<file path="src/rtl/red_pitaya_lpf_pkg.sv">
// Shared helpers for the cascaded one-pole filter: bit-width math, the
// bandwidth-derived shift limit and signed saturation.
package red_pitaya_lpf_pkg;

    localparam int CLK_HZ = 125_000_000;

    // Smallest n with 2**n >= value (0 for value <= 1).
    function automatic int clog2(input longint value);
        int result = 0;
        for (int i = 0; i < 63; i++) begin
            if ((longint'(1) << i) < value) begin
                result = i + 1;
            end
        end
        return result;
    endfunction

    // Largest useful shift: the pole cannot sit below MINBW Hz at CLK_HZ.
    function automatic int calc_maxshift(input int minbw);
        return clog2(longint'(CLK_HZ) / longint'(minbw));
    endfunction

    // Clamp a signed value into the range of a signed 'width'-bit word.
    function automatic logic signed [63:0] sat(input logic signed [63:0] value,
                                               input int width);
        logic signed [63:0] hi;
        logic signed [63:0] lo;
        hi = (64'sd1 <<< (width - 1)) - 64'sd1;
        lo = -(64'sd1 <<< (width - 1));
        if (value > hi) begin
            return hi;
        end else if (value < lo) begin
            return lo;
        end
        return value;
    endfunction

endpackage

</file>
<file path="src/rtl/red_pitaya_lpf_stage.sv">
// One first-order section: accumulator y, registered error delta and a
// registered output selectable between lowpass, highpass and pass-through.
module red_pitaya_lpf_stage
    import red_pitaya_lpf_pkg::*;
#(
    parameter int SHIFTBITS  = 4,
    parameter int SIGNALBITS = 14,
    parameter int MAXSHIFT   = 24
) (
    input  logic                         clk_i,
    input  logic                         rst_i,
    input  logic                         clear,
    input  logic [SHIFTBITS:0]           shift,
    input  logic                         highpass,
    input  logic                         filter_on,
    input  logic signed [SIGNALBITS-1:0] x,
    output logic signed [SIGNALBITS-1:0] out
);

    localparam int YW   = SIGNALBITS + MAXSHIFT;
    localparam int DW   = SIGNALBITS + 1;
    localparam int SUMW = YW + 2;

    logic signed [YW-1:0]         y;
    logic signed [DW-1:0]         delta;
    logic signed [SIGNALBITS-1:0] yout;
    logic signed [SUMW-1:0]       step;
    logic signed [SUMW-1:0]       sum;
    logic signed [YW-1:0]         y_next;
    logic signed [DW-1:0]         delta_next;
    logic signed [SIGNALBITS-1:0] hp_val;
    logic signed [SIGNALBITS-1:0] out_next;
    int                           shift_amt;

    // The accumulator keeps tracking even while the stage is bypassed, so
    // re-enabling it does not start from a stale state.
    always_comb begin
        shift_amt  = (int'(shift) > MAXSHIFT) ? MAXSHIFT : int'(shift);
        yout       = y[YW-1:MAXSHIFT];
        delta_next = DW'(x) - DW'(yout);
        step       = SUMW'(delta) <<< shift_amt;
        sum        = SUMW'(y) + step;
        y_next     = YW'(sat(64'(sum), YW));
        hp_val     = SIGNALBITS'(sat(64'(delta), SIGNALBITS));
        if (!filter_on) begin
            out_next = x;
        end else if (highpass) begin
            out_next = hp_val;
        end else begin
            out_next = yout;
        end
    end

    always_ff @(posedge clk_i) begin
        if (rst_i || clear) begin
            y     <= '0;
            delta <= '0;
            out   <= '0;
        end else begin
            y     <= y_next;
            delta <= delta_next;
            out   <= out_next;
        end
    end

endmodule

</file>
<file path="src/rtl/red_pitaya_lpf_cascade.sv">
// Cascade of one-pole filter sections with shadowed configuration applied on
// an update strobe and a settle counter that flags when the output is valid.
module red_pitaya_lpf_cascade
    import red_pitaya_lpf_pkg::*;
#(
    parameter int STAGES     = 4,
    parameter int SHIFTBITS  = 4,
    parameter int SIGNALBITS = 14,
    parameter int MINBW      = 10
) (
    input  logic                              clk_i,
    input  logic                              rst_i,
    input  logic [STAGES*(SHIFTBITS+1)-1:0]   shifts_i,
    input  logic [STAGES-1:0]                 highpass_i,
    input  logic [STAGES-1:0]                 filter_on_i,
    input  logic                              update_i,
    input  logic                              clear_i,
    input  logic signed [SIGNALBITS-1:0]      signal_i,
    output logic signed [SIGNALBITS-1:0]      signal_o,
    output logic                              settled_o
);

    localparam int SW       = SHIFTBITS + 1;
    localparam int MAXSHIFT = calc_maxshift(MINBW);
    localparam int SETTLE   = STAGES + 2;
    localparam int CNTW     = clog2(SETTLE + 1);

    logic [STAGES*SW-1:0] shifts_q;
    logic [STAGES-1:0]    highpass_q;
    logic [STAGES-1:0]    filter_on_q;
    logic [CNTW-1:0]      settle_cnt;

    logic signed [SIGNALBITS-1:0] chain [STAGES+1];

    // Shadow configuration: only an update strobe moves the inputs into use.
    always_ff @(posedge clk_i) begin
        if (rst_i) begin
            shifts_q    <= '0;
            highpass_q  <= '0;
            filter_on_q <= '0;
        end else if (update_i) begin
            shifts_q    <= shifts_i;
            highpass_q  <= highpass_i;
            filter_on_q <= filter_on_i;
        end
    end

    // Any strobe restarts the settle window; it covers the full chain latency.
    always_ff @(posedge clk_i) begin
        if (rst_i || update_i || clear_i) begin
            settle_cnt <= CNTW'(SETTLE);
        end else if (settle_cnt != '0) begin
            settle_cnt <= settle_cnt - CNTW'(1);
        end
    end

    assign settled_o = (settle_cnt == '0);
    assign chain[0]  = signal_i;

    for (genvar k = 0; k < STAGES; k++) begin : g_stage
        red_pitaya_lpf_stage #(
            .SHIFTBITS (SHIFTBITS),
            .SIGNALBITS(SIGNALBITS),
            .MAXSHIFT  (MAXSHIFT)
        ) u_stage (
            .clk_i    (clk_i),
            .rst_i    (rst_i),
            .clear    (clear_i),
            .shift    (shifts_q[k*SW +: SW]),
            .highpass (highpass_q[k]),
            .filter_on(filter_on_q[k]),
            .x        (chain[k]),
            .out      (chain[k+1])
        );
    end

    assign signal_o = chain[STAGES];

endmodule

</file>
<file path="config.mk">
export PLATFORM = sky130hd
export DESIGN_NAME = red_pitaya_lpf_cascade
export DESIGN_NICKNAME = d
export VERILOG_FILES = /design/src/rtl/red_pitaya_lpf_pkg.sv /design/src/rtl/red_pitaya_lpf_stage.sv /design/src/rtl/red_pitaya_lpf_cascade.sv
export SDC_FILE = /design/constraint.sdc
export NUM_CORES = 1
export LEC_CHECK = 0
export BUFFER_PORTS_ARGS = -buffer_cell sky130_fd_sc_hd__buf_2
export CORE_MARGIN = 4
export CORE_UTILIZATION = 25
export DETAILED_ROUTE_END_ITERATION = 10
export MAX_ROUTING_LAYER = met4
export SLEW_MARGIN = 5
export SYNTH_ARGS = -nofsm -noshare
export SYNTH_HDL_FRONTEND = slang
export SYNTH_SLANG_ARGS = --single-unit
</file>
<file path="constraint.sdc">
create_clock -name clk_i -period 16.51 [get_ports clk_i]
set_clock_uncertainty 0.2 [all_clocks]
set_input_delay 3.302 -clock clk_i [delete_from_list [all_inputs] [get_ports clk_i]]
set_output_delay 3.302 -clock clk_i [all_outputs]
set_load 0.005 [all_outputs]
</file>
==> metrics <==
Die ar. 0.101 mm²; CP bufs+invs 0; Hold Crit Start settle_cnt[2]; commonest non-fill, non-tap cell in the layout nor2_1; placed inst area 0.0254 mm²; Top Metal Used met4; CP Data Required Time 16.70 ns; largest net degree at the start of global routing 76; Worst IR Drop VDD 55.3 µV; Routed met3 length 3810 µm; crit path DAT 7.79 ns; CTS tree yes; GR Overflow Total 0; post-CTS sizing 0; type of the tightest min-delay check reg -> reg; GRT Total Usage 13.4%; worst-case clock buffer depth 3; Wirelength per Cell 16.2 µm; status finished, final reports clean; Seq/Total Area, Yosys 24.8%; Sinks on Clock Net 299; top-level I/O count 61; syn avg cell area 7.93 µm²; CTS HTree Levels 2; Mapped Nets 3307; Rows 113; post-CTS setup repair buffer count 0; post-DP HPWL 52100 µm; Synth cell types 77; Max FO, Critical Path 37; initial antenna violation count 0; cell family with most CP delay simple AND/OR/NAND/NOR gates; Max Cap Viol 0; gpl congestion 0.906; Setup Total Neg Slack 0 ns; Initial Utilization 25.3%; Yosys reg bits 299; CP cell instances nand2_1 -> nand2_1 -> mux4_2 -> mux2i_1 -> mux2i_1 -> and2_1 -> ha_1 -> a21o_1 -> a211o_1 -> a2111oi_0 -> nor3_1 -> a21oi_1 -> o41ai_1 -> a21oi_1 -> nor3_1 -> o21ai_0 -> nand2_1 -> o21ai_0; Tot Pwr 3380 µW; Post-Synthesis Cell Area 0.0241 mm²; Post-Route WL 69100 µm; Hold-fix buffers, CTS 0; DRC viols 0; most frequent cells in the layout 307 x nor2_1, 299 x dfxtp_1, 249 x a21oi_1; port buffer count 60; layout cells sized above 1 6.40%; worst reg2reg path depth 18; vias in the first global route 20000; Synth top area share 24.8%; Async S/R FF share, synth 0%; yosys warns 0; RSZ-0062 raised after global routing no; Met2 Routed Length 30300 µm; nets 3242; core area 0.0953 mm²; first-pass GRT wire length 110000 µm; Post-Syn Instances 3039; leakage power 0.0113 µW; Fmax 132 MHz; setup ws final 8.91 ns; dominant cells by area after synthesis dfxtp_1 25%, ha_1 11%, mux2i_1 7.1%; slowest CP cell dfxtp_1; PD cells 127 mW/mm²; Final setup viols 0; r2r startpoint shifts_q[4]; Top cell by count, worst path nand2_1; main flop type after synthesis dfxtp_1; clk slew on worst S/H paths 0.06 ns; shortest period the worst path allows 7.60 ns; Slew HR 26.0%; max incr delay on CP 0.97 ns; Root Driver clkbuf_16; post-route cell area 0.0266 mm²; Post-synth EDFFs 0; initial DRC count 1498; worst setup path startpoint shifts_q[4]; Worst path depth 18; Slew Viols, Final 0; Clk Latency, worst-skew pair 0.58 ns; first drt pass iteration count 7; Crit. End Element register; Die Y 318 µm; worst hold stages 2; vias per std cell 5.02; type of origin of the critical path register; Least-Margin Pin Slew 1.11 ns; final hold vios 0; total CTS buffers 38; # fillers 10300; Placement Setup Slack 9.02 ns; r2r setup slk 8.91 ns; period utilization 46.0%; Layout area overhead 10.5%; met1 WL 33500 µm; Setup CP Type reg -> reg; post-synth top area cell dfxtp_1; die width 318 µm; DR vias 21400; Post-DRT Antenna Nets 0
## cell type report
cell class,instances,area [µm²],area share [%]
multi-input cells,2434,16900,63.6
flip-flops and latches,299,5990,22.5
well taps,1265,1580,5.94
clock buffers,46,1040,3.91
inverters,131,492,1.85
repair buffers,70,375,1.41
clock inverters,21,221,0.832
diodes,1,2.50,0.00940
## state kept, by name (all words and copies together) (netlist names)
| signal | cells |
|---|---|
| settle_cnt | 3 |
| filter_on_q | 4 |
| g_stage.u_stage.out | 56 |
| highpass_q | 4 |
| g_stage.u_stage.y | 152 |
| g_stage.u_stage.delta | 60 |
| shifts_q | 20 |
## kinds of logic after synthesis
| group | count (synthesis) | synth area share [%] |
|---|---|---|
| DFF | 299 | 24.8 |
| xor gates and xnor gates | 176 | 6.43 |
| muxes | 198 | 8.88 |
| AOI/OAI and AO/OA | 1012 | 26.9 |
| buffers and inverters | 306 | 5.01 |
| and+or+nand+nor | 826 | 16.1 |
| adders and majority gates | 222 | 11.8 |
## stage by stage
step	hold WS [ns]	cells	util, %
final	0.295	4267	27.9
after global routing	0.336	4266	27.9
after CTS	0.296	4266	27.9
after detailed placement	0.285	4199	26.6
after global placement	0.279	4199	26.6
after floorplan	0.252	3039	-
## tightest hold or removal path: stages (launching register included)
cell	delay, ns
dfxtp_1	0.34
mux2i_1	0.07
nand2_1	0.06
## Yosys cell counts (35+ instances only)
| master | n |
|---|---|
| nand2_1 | 177 |
| a21oi_1 | 249 |
| o211ai_1 | 61 |
| dfxtp_1 | 299 |
| ha_1 | 214 |
| nor2_1 | 308 |
| o21ai_1 | 37 |
| mux2i_1 | 172 |
| xor2_1 | 89 |
| nand2b_1 | 89 |
| a311oi_1 | 63 |
| nor2b_1 | 47 |
| a21o_1 | 121 |
| clkbuf_1 | 146 |
| a211oi_1 | 41 |
| o21ai_0 | 241 |
| o21bai_1 | 35 |
| xnor2_1 | 86 |
| inv_1 | 129 |
| nor3_1 | 55 |
## routing by layer
layer | global-route usage [%] | vias up
met5 | - | -
met3 | 2.06 | 86
met2 | 20.5 | 469
met4 | 3.67 | 0
met1 | 18.5 | 9992
li1 | - | 10900
## report_power, final
part | total [µW] | internal (µW) | switching (µW)
registers | 1000 | 863 | 140
clock network | 865 | 501 | 364
logic | 1510 | 623 | 889
total | 3380 | 1990 | 1390
## final timing paths
kind	to
setup / recovery	g_stage[0].u_stage.y[27]
hold / removal	settle_cnt[2]
hold reg to reg	settle_cnt[2]
setup reg to reg	g_stage[0].u_stage.y[27]
Note: power is estimated with default switching activity, not from simulation.
